[config.mk]
export PLATFORM = sky130hd
export DESIGN_NAME = des_key_scheduler
export DESIGN_NICKNAME = d
export VERILOG_FILES = /design/src/rtl/des_pkg.sv /design/src/rtl/des_key_pc2.sv /design/src/rtl/des_key_scheduler.sv
export SDC_FILE = /design/constraint.sdc
export NUM_CORES = 1
export LEC_CHECK = 0
export CAP_MARGIN = 20
export CELL_PAD_IN_SITES_DETAIL_PLACEMENT = 2
export CELL_PAD_IN_SITES_GLOBAL_PLACEMENT = 2
export CORE_MARGIN = 2
export CORE_UTILIZATION = 30
export DETAILED_ROUTE_END_ITERATION = 6
export GPL_ROUTABILITY_DRIVEN = 0
export PLACE_DENSITY = 0.84
export SLEW_MARGIN = 40
export SYNTH_ARGS = -nofsm -noshare
export SYNTH_HDL_FRONTEND = slang
export SYNTH_SLANG_ARGS = --single-unit
[constraint.sdc]
create_clock -name clk -period 4.2 [get_ports clk]
set_input_delay 0.42 -clock clk [delete_from_list [all_inputs] [get_ports clk]]
set_output_delay 0.42 -clock clk [all_outputs]
set_load 0.05 [all_outputs]
[src/rtl/des_pkg.sv]
// Shared DES key-schedule constants: PC-1/PC-2 tables, per-round shift schedule,
// controller state encoding and 28-bit half rotation helpers.
package des_pkg;

    localparam logic [1:0] ST_IDLE  = 2'd0;
    localparam logic [1:0] ST_LOAD  = 2'd1;
    localparam logic [1:0] ST_ISSUE = 2'd2;

    // Entries are 1-based DES bit numbers, matching the published tables.
    localparam int PC1_TABLE [56] = '{
        57, 49, 41, 33, 25, 17,  9,
         1, 58, 50, 42, 34, 26, 18,
        10,  2, 59, 51, 43, 35, 27,
        19, 11,  3, 60, 52, 44, 36,
        63, 55, 47, 39, 31, 23, 15,
         7, 62, 54, 46, 38, 30, 22,
        14,  6, 61, 53, 45, 37, 29,
        21, 13,  5, 28, 20, 12,  4
    };

    localparam int PC2_TABLE [48] = '{
        14, 17, 11, 24,  1,  5,
         3, 28, 15,  6, 21, 10,
        23, 19, 12,  4, 26,  8,
        16,  7, 27, 20, 13,  2,
        41, 52, 31, 37, 47, 55,
        30, 40, 51, 45, 33, 48,
        44, 49, 39, 56, 34, 53,
        46, 42, 50, 36, 29, 32
    };

    localparam logic [1:0] SHIFT_SCHED [16] = '{
        2'd1, 2'd1, 2'd2, 2'd2, 2'd2, 2'd2, 2'd2, 2'd2,
        2'd1, 2'd2, 2'd2, 2'd2, 2'd2, 2'd2, 2'd2, 2'd1
    };

    function automatic logic [0:55] pc1(input logic [0:63] key);
        logic [0:55] r;
        r = '0;
        for (int i = 0; i < 56; i++) begin
            r[i] = key[PC1_TABLE[i] - 1];
        end
        return r;
    endfunction

    function automatic logic [0:27] rotl28(input logic [0:27] x, input logic [1:0] n);
        case (n)
            2'd1:    return {x[1:27], x[0]};
            2'd2:    return {x[2:27], x[0:1]};
            default: return x;
        endcase
    endfunction

    function automatic logic [0:27] rotr28(input logic [0:27] x, input logic [1:0] n);
        case (n)
            2'd1:    return {x[27], x[0:26]};
            2'd2:    return {x[26:27], x[0:25]};
            default: return x;
        endcase
    endfunction

endpackage

[src/rtl/des_key_pc2.sv]
// Combinational PC-2 selection: 56-bit C||D to 48-bit round key, bit 0 = DES bit 1.
module des_key_pc2
    import des_pkg::*;
(
    input  logic [0:55] cd,
    output logic [0:47] round_key
);

    always_comb begin
        round_key = '0;
        for (int i = 0; i < 48; i++) begin
            round_key[i] = cd[PC2_TABLE[i] - 1];
        end
    end

endmodule

[src/rtl/des_key_scheduler.sv]
// DES round-key sequencer with valid/ready hand-off; K1..K16 or K16..K1.
// Optional key parity flag is built only when DES_KEY_PARITY_CHECK_EN is defined.
//
//   state    | meaning
//   ST_IDLE  | waiting for start_strobe_din, C/D hold last value
//   ST_LOAD  | apply first-round rotation, register K1 (or K16)
//   ST_ISSUE | round key valid; each transfer rotates C/D for the next key
module des_key_scheduler
    import des_pkg::*;
(
    input  logic        clk,
    input  logic        reset,
    input  logic        start_strobe_din,
    input  logic [0:63] key_din,
    input  logic        decrypt_din,
    input  logic        round_key_ready_din,
    output logic [0:47] round_key_dout,
    output logic        round_key_valid_dout,
    output logic [3:0]  round_index_dout,
    output logic        busy_dout,
    output logic        done_dout,
    output logic        parity_error_dout
);

    logic [1:0]  state;
    logic [0:55] cd;
    logic [0:55] cd_next;
    logic [0:47] pc2_out;
    logic        decrypt_q;
    logic        accept;
    logic        transfer;
    logic        last_transfer;
    logic [1:0]  amount;
    logic [3:0]  sched_idx;

    assign accept        = (state == ST_IDLE) && start_strobe_din;
    assign transfer      = (state == ST_ISSUE) && round_key_ready_din;
    assign last_transfer = transfer && (round_index_dout == 4'd15);

    // Decrypt walks the schedule backwards and rotates right, so the rotation
    // needed after transfer n comes from the mirrored schedule slot.
    always_comb begin
        amount    = 2'd0;
        sched_idx = decrypt_q ? (4'd15 - round_index_dout) : (round_index_dout + 4'd1);
        if (state == ST_LOAD) begin
            amount = decrypt_q ? 2'd0 : SHIFT_SCHED[0];
        end else if (transfer && !last_transfer) begin
            amount = SHIFT_SCHED[sched_idx];
        end
        if (decrypt_q) begin
            cd_next = {rotr28(cd[0:27], amount), rotr28(cd[28:55], amount)};
        end else begin
            cd_next = {rotl28(cd[0:27], amount), rotl28(cd[28:55], amount)};
        end
    end

    des_key_pc2 u_pc2 (
        .cd        (cd_next),
        .round_key (pc2_out)
    );

    always_ff @(posedge clk) begin
        if (reset) begin
            state            <= ST_IDLE;
            cd               <= '0;
            decrypt_q        <= 1'b0;
            round_index_dout <= 4'd0;
            round_key_dout   <= '0;
            done_dout        <= 1'b0;
        end else begin
            done_dout <= 1'b0;
            case (state)
                ST_IDLE: begin
                    if (accept) begin
                        cd        <= pc1(key_din);
                        decrypt_q <= decrypt_din;
                        state     <= ST_LOAD;
                    end
                end
                ST_LOAD: begin
                    cd             <= cd_next;
                    round_key_dout <= pc2_out;
                    state          <= ST_ISSUE;
                end
                ST_ISSUE: begin
                    if (transfer) begin
                        round_index_dout <= round_index_dout + 4'd1;
                        if (last_transfer) begin
                            state     <= ST_IDLE;
                            done_dout <= 1'b1;
                        end else begin
                            cd             <= cd_next;
                            round_key_dout <= pc2_out;
                        end
                    end
                end
                default: state <= ST_IDLE;
            endcase
        end
    end

    assign round_key_valid_dout = (state == ST_ISSUE);
    assign busy_dout            = (state != ST_IDLE);

`ifdef DES_KEY_PARITY_CHECK_EN
    logic even_byte;

    // DES key bytes carry odd parity; any even byte flags the key.
    always_comb begin
        even_byte = 1'b0;
        for (int b = 0; b < 8; b++) begin
            if (!(^key_din[8*b +: 8])) even_byte = 1'b1;
        end
    end

    always_ff @(posedge clk) begin
        if (reset) begin
            parity_error_dout <= 1'b0;
        end else if (accept) begin
            parity_error_dout <= even_byte;
        end
    end
`else
    assign parity_error_dout = 1'b0;
`endif

endmodule

==> Word level (Yosys, flattened, before mapping) <==
Memories as Yosys holds them, arrays and structs flattened.
Cells that the tools add are included.
{ "word_totals": {"n_memories": 1, "rom_bits": 32, "register_bits": 112, "elab_cells": 60} }
{ "classes": {"reduce_logical": 15, "bitwise": 3, "n_eq_ne": 9, "n_addsub": 2, "n_mux": 23, "magnitude_cmp": 1} }
{ "mem_list": {"columns": ["name", "depth", "width", "rd", "rd_clocked_by_memory_dff", "write_ports", "line", "rtl"], "rows": [
  ["(no name shown)", 16, 2, 1, 0, 0, "des_key_scheduler.sv:48", "amount = SHIFT_SCHED[sched_idx];"]
]} }
{ "op_table": {"columns": ["cell", "n"], "rows": [
  ["$mux 56", 4],
  ["$pmux 28 s2", 4],
  ["$pmux 56 s3", 1],
  ["$mux 48", 2],
  ["$pmux 48 s2", 1],
  ["$mux 2", 7],
  ["$pmux 2 s3", 1],
  ["$reduce_and 3->1", 2],
  ["$ge 5x5->1 const B", 1],
  ["$not 4->5", 1],
  ["$add 4x1->4 const B", 1],
  ["$eq 2x1->1 const B", 2],
  ["$eq 2x2->1 const B", 2],
  ["$eq 4x4->1 const B", 1],
  ["$logic_and 1x1->1", 4],
  ["$mux 4", 1],
  ["$ne 2x1->1 const B", 2],
  ["$ne 2x2->1 const B", 2],
  ["$reduce_and 2->1", 2],
  ["$reduce_and 4->1", 1],
  ["$reduce_bool 2->1", 2],
  ["$sub 4x4->4 const A", 1],
  ["$reduce_bool 3->1", 1],
  ["$reduce_or 3->1", 1],
  ["other kinds (4)", 6]
]} }

==> Depth between registers and ports, before layout <==
Gate-level depths: netlist of the first run.
{ "logic_depth": {"word_depth": 14, "depth_mapped": 14, "ltp_nobuf": 10} }

==> By module <==
A second synthesis of the first run with hierarchy kept.
{ "unflattened": {"cells_unflattened": 1020, "hier_area_um2": 8054.0} }
{ "by_module_without_submodules": {"columns": ["mod", "cells_per_inst", "area_per_inst_um2", "n_inst", "seq_area_each_um2"], "rows": [
  ["des_key_scheduler", 972, 7693.6, 1, 2242.2],
  ["des_key_pc2", 48, 360.3, 1, 0.0]
]} }

==> Worst setup path before layout of the first run <==
Ideal clock, no wire load.
{ "synth_path": {"path_type": "flip-flop to flip-flop", "from": "register round_index_dout[0]", "to": "register cd[8] in the netlist's numbering", "path_buffers": 2, "period_less_slack_ns": 3.366, "setup_slack_ns": 0.834, "arrival_ns": 3.275, "stages_incl_launch_ff": 13, "setup_ns": 0.091, "t_required_ns": 4.109, "path_cell_list": "dfxtp_1 > ha_1 > nand2b_1 > a2111oi_0 > nor3_1 > o32ai_1 > ha_1 > buf_2 > clkbuf_1 > a22oi_1 > a2111oi_0 > a21oi_1 > a311oi_1"} }
{ "synth_via": {"elab_chain_len": 14, "word_cells_on_any_way": 23, "cone_classes": "add/sub (2); eq/ne (4); mux (11); bitwise (1); reduce/logical (4); memory (1)"} }
{ "synth_rtl": {"columns": ["item", "line", "rtl"], "rows": [
  ["start: declaration", "des_key_scheduler.sv:19", "output logic [3:0] round_index_dout,"],
  ["start signal: assignment", "des_key_scheduler.sv:87", "round_index_dout <= round_index_dout + 4'd1;"],
  ["$add 4x1->4 or $sub 4x4->4 (tied branches)", "des_key_scheduler.sv:44", "sched_idx = decrypt_q ? (4'd15 - round_index_dout) : (round_index_dout + 4'd1);"],
  ["$mux 4", "des_key_scheduler.sv:44", null],
  ["$not 4->5 (implied by the code)", "des_key_scheduler.sv:48", null],
  ["$mem_v2 16x2", null, null],
  ["$mux 2 (implied by the code) (2 in series)", "des_key_scheduler.sv:48", null],
  ["$mux 2", "des_key_scheduler.sv:47", "end else if (transfer && !last_transfer) begin"],
  ["$mux 2", "des_key_scheduler.sv:45", "if (state == ST_LOAD) begin"],
  ["$eq 2x2->1 or $eq 2x1->1 (tied branches)", "des_pkg.sv:47, des_pkg.sv:55", null],
  ["$pmux 28 s2 (on tied branches)", "des_pkg.sv:47, des_pkg.sv:55", null],
  ["$mux 56", "des_key_scheduler.sv:50", "if (decrypt_q) begin"],
  ["$mux 56", "des_key_scheduler.sv:88", "if (last_transfer) begin"],
  ["$mux 56", "des_key_scheduler.sv:86", "if (transfer) begin"],
  ["$pmux 56 s3", "des_key_scheduler.sv:72", "case (state)"],
  ["end signal: assignment", "des_key_scheduler.sv:75", "cd <= pc1(key_din);"],
  ["end signal: assignment", "des_key_scheduler.sv:81", "cd <= cd_next;"],
  ["end signal: assignment", "des_key_scheduler.sv:92", "cd <= cd_next;"],
  ["end: declaration", "des_key_scheduler.sv:26", "logic [0:55] cd;"]
]} }
Several ways; a longest one is shown, not always the timed one. The select of a mux whose other input is x is not followed.
A chain may end at the register's enable or synchronous reset.

==> Worst setup path after layout of the first run <==
{ "layout_path": {"from": "register round_index_dout[0]", "to": "register cd[34] in the netlist's numbering"} }
The elaborated chain is that of the path after synthesis.

==> results of run 1 <==
-- sequential cells by signal, summed over array words and instances, names as in the netlist --
| register | count |
|---|---|
| cd | 56 |
| round_key_dout | 48 |
| round_index_dout | 4 |
| state | 2 |
| decrypt_q | 1 |
| done_dout | 1 |
-- layer usage --
metal	global-route usage [%]	vias to the layer above	wire length [um]
li1	-	3430	-
met1	26.6	3571	11000
met2	35.4	99	12100
met3	2.27	18	621
met4	4.72	2	269
met5	0	-	13
-- path summary, 6_finish.rpt --
| check | from | end | slack (ns) | cells past startpoint |
|---|---|---|---|---|
| max | round_index_dout[0]$_SDFFE_PP0P_ | cd[34]$_SDFFE_PP0P_ | 0.38 | 12 |
| min | round_key_dout[22]$_SDFFE_PP0P_ | round_key_dout[22]$_SDFFE_PP0P_ | 0.51 | 2 |
| max reg2reg | round_index_dout[0]$_SDFFE_PP0P_ | cd[34]$_SDFFE_PP0P_ | 0.38 | 12 |
| min reg2reg | round_key_dout[22]$_SDFFE_PP0P_ | round_key_dout[22]$_SDFFE_PP0P_ | 0.51 | 2 |
-- area by class of cell --
| cell class | count | area share (%) |
|---|---|---|
| inverter | 5 | 0.225 |
| clock inverter | 6 | 0.824 |
| tap | 280 | 4.20 |
| sequential | 112 | 26.9 |
| clock buffer | 10 | 2.74 |
| multi-input combinational | 640 | 48.0 |
| timing repair buffer | 140 | 17.1 |
-- through the flow --
stage	total power, W	hold WS (ns)
6_report	0.00746	0.507
3_3_place_gp	0.00638	0.491
5_1_grt	0.00804	0.528
3_5_place_dp	0.00655	0.500
2_1_floorplan	0.00510	0.487
4_1_cts	0.00749	0.513
-- where the power goes --
group,internal (W),switching (W),leakage [nW]
clock,0.000468,0.000445,0.143
combinational,0.00151,0.00290,1.42
sequential,0.00156,0.000587,0.924
-- cell usage after synthesis (2+ instances only) --
| master | number | area share (%) |
|---|---|---|
| nand2_1 | 146 | 8.2 |
| dfxtp_1 | 112 | 34 |
| a21oi_1 | 108 | 8.1 |
| a211oi_1 | 97 | 11 |
| clkbuf_1 | 68 | 3.8 |
| a221oi_1 | 56 | 7.3 |
| a22oi_1 | 56 | 6.3 |
| nor2_1 | 53 | 3.0 |
| o221ai_1 | 47 | 6.2 |
| buf_2 | 30 | 2.2 |
| a2111oi_0 | 16 | 2.1 |
| nor3_1 | 11 | 0.82 |
| ha_1 | 9 | 1.7 |
| nand3_1 | 6 | 0.45 |
| buf_1 | 5 | 0.28 |
| inv_1 | 5 | 0.28 |
| buf_4 | 4 | 0.45 |
| o21ai_0 | 4 | 0.30 |
| or3_1 | 3 | 0.28 |
| and2_1 | 2 | 0.19 |
| nand2b_1 | 2 | 0.19 |
| nor2b_1 | 2 | 0.19 |
| o21a_1 | 2 | 0.22 |
| xor2_1 | 2 | 0.26 |
-- critical path: stages, from the launching register on --
cell and delay, ns:
dfxtp_1 0.39, ha_1 0.31, o21a_1 0.23, a2111oi_0 0.55, nor3_1 0.15, o32a_1 0.40
ha_4 0.25, buf_12 0.20, buf_4 0.19, a221oi_1 0.24, a2111oi_0 0.12, a2111oi_0 0.52
nor3_1 0.10
-- cells by family after synthesis --
kind of cell	after synthesis	synth area share (%)
flops	112	33.5
mux	1	0.150
xor+xnor	3	0.393
fa+ha+maj	9	1.68
other cells	1	0.0561
compound gates	398	43.3
simple gates	228	13.6
buf+inv	113	7.24
==> flow_summary_export.csv, run 1 <==
group,metric,value,unit
setup_path,critical_path_peak_fanout,54,
timing,rsz0062_at_grt,"no",
grt,antenna_found_initial,1,
logic_synthesis,yosysWarnings,0,
layout,fillers,2483,
timing,tns,0,ns
layout,regArea,2250,um2
floorplanning,fp.dieW,153,um
layout,most-common-layout-cells,"nand2_1 (146), clkdlybuf4s50_1 (114), dfxtp_1 (111)",
clocking,cts_sinks,112,
clocking,path_clk_slew,0.08,ns
clocking,numCtsBuffers,9,
layout,final_cell_area,8350,um2
layout,final_common_cell,"nand2_1",
place,hpwlAfterDp,15.5,mm
timing,fmax,262,MHz
timing,final.setup_skew,0.0123,ns
clocking,cts-root-buf,"clkbuf_16",
route,vias,7120,
power_and_ir_drop,static-leakage-power,2.49,nW
clocking,post_cts_resized,0,
floorplanning,ios,125,
place,postPlaceCellArea,8000,um2
clocking,cts_tree,"yes",
logic_synthesis,ys_ff_latch,112,
timing,fin_crit_sh,91.0,%
layout,fin_nets,986,
worst_hold_path,hp-class,"flip-flop to flip-flop",
grt,grt_max_degree,96,
setup_path,criticalPathCategory,"flip-flop to flip-flop",
status,outcome,"finished, final reports clean",
logic_synthesis,synth_top_flop_cell,"dfxtp_1",
route,viasPerCell,5.97,
logic_synthesis,synth_area,6680,um2
logic_synthesis,synthArstFlopShare,0,%
clocking,cts_hold_buf,0,
clocking,post-cts-setup-buffers,0,
layout,diodes,0,
timing,worst_slew_pin_slew,0.769,ns
setup_path,cp-start-kind,"flip-flop",
timing,finalSetupViolCount,0,
clocking,clkLatencyLatePin,0.36,ns
logic_synthesis,syn-num-nets,943,
floorplanning,die_h,153,um
route,firstDrtPassIters,4,
route,drt_iter0_drc,399,
grt,grt_pass1_wl,39.5,mm
setup_path,arrival,4.04,ns
grt,grt_overflow_total,0,
route,routed_wirelength,24.0,mm
route,wire_per_inst,20.2,um
timing,min_period,3.82,ns
layout,multi_input_area,4010,um2
timing,slew_viol_final,0,
logic_synthesis,ys_types,43,
layout,final_cells,1193,
place,io_buffers,115,
logic_synthesis,syn_area_per_cell,7.73,um2
floorplanning,rows,54,
layout,fin_util,38.3,%
setup_path,crit_required,4.42,ns
timing,finalHoldViolations,0,
place,dp.cells,1175,
grt,first_global_vias,7296,
logic_synthesis,ys_seq_area_share,33.5,%
floorplanning,initial_utilization,30.6,%
logic_synthesis,syn_inst,865,
timing,finalWorstSetupSlack,0.377,ns
timing,slew_headroom,48.7,%
route,ant_nets,0,
place,dpl_worst_slack,0.315,ns
grt,grt_util_all_layers,20.2,%
layout,drive_gt1_share,5.70,%
logic_synthesis,synth_edf_count,0,
layout,syn_to_final_growth,24.9,%
clocking,h-tree-depth,3,
job,drv_cap,0,
floorplanning,core_area,21800,um2
floorplanning,dieArea,23500,um2
setup_path,endpoint_kind,"flip-flop",
clocking,cts_max_path_buffers,2,
route,drc,0,
power_and_ir_drop,ir_drop,0.000412,V
power_and_ir_drop,power_density,894,nW/um2
Note: power is estimated with default switching activity, not from simulation.
==> run 2: changes to the inputs <==
CTS_CLUSTER_DIAMETER = 60   (was default)
SKIP_CTS_REPAIR_TIMING = 1   (was default)
==> results of run 2 <==
Final layout, timing and power as in run 1 (identical DEF).
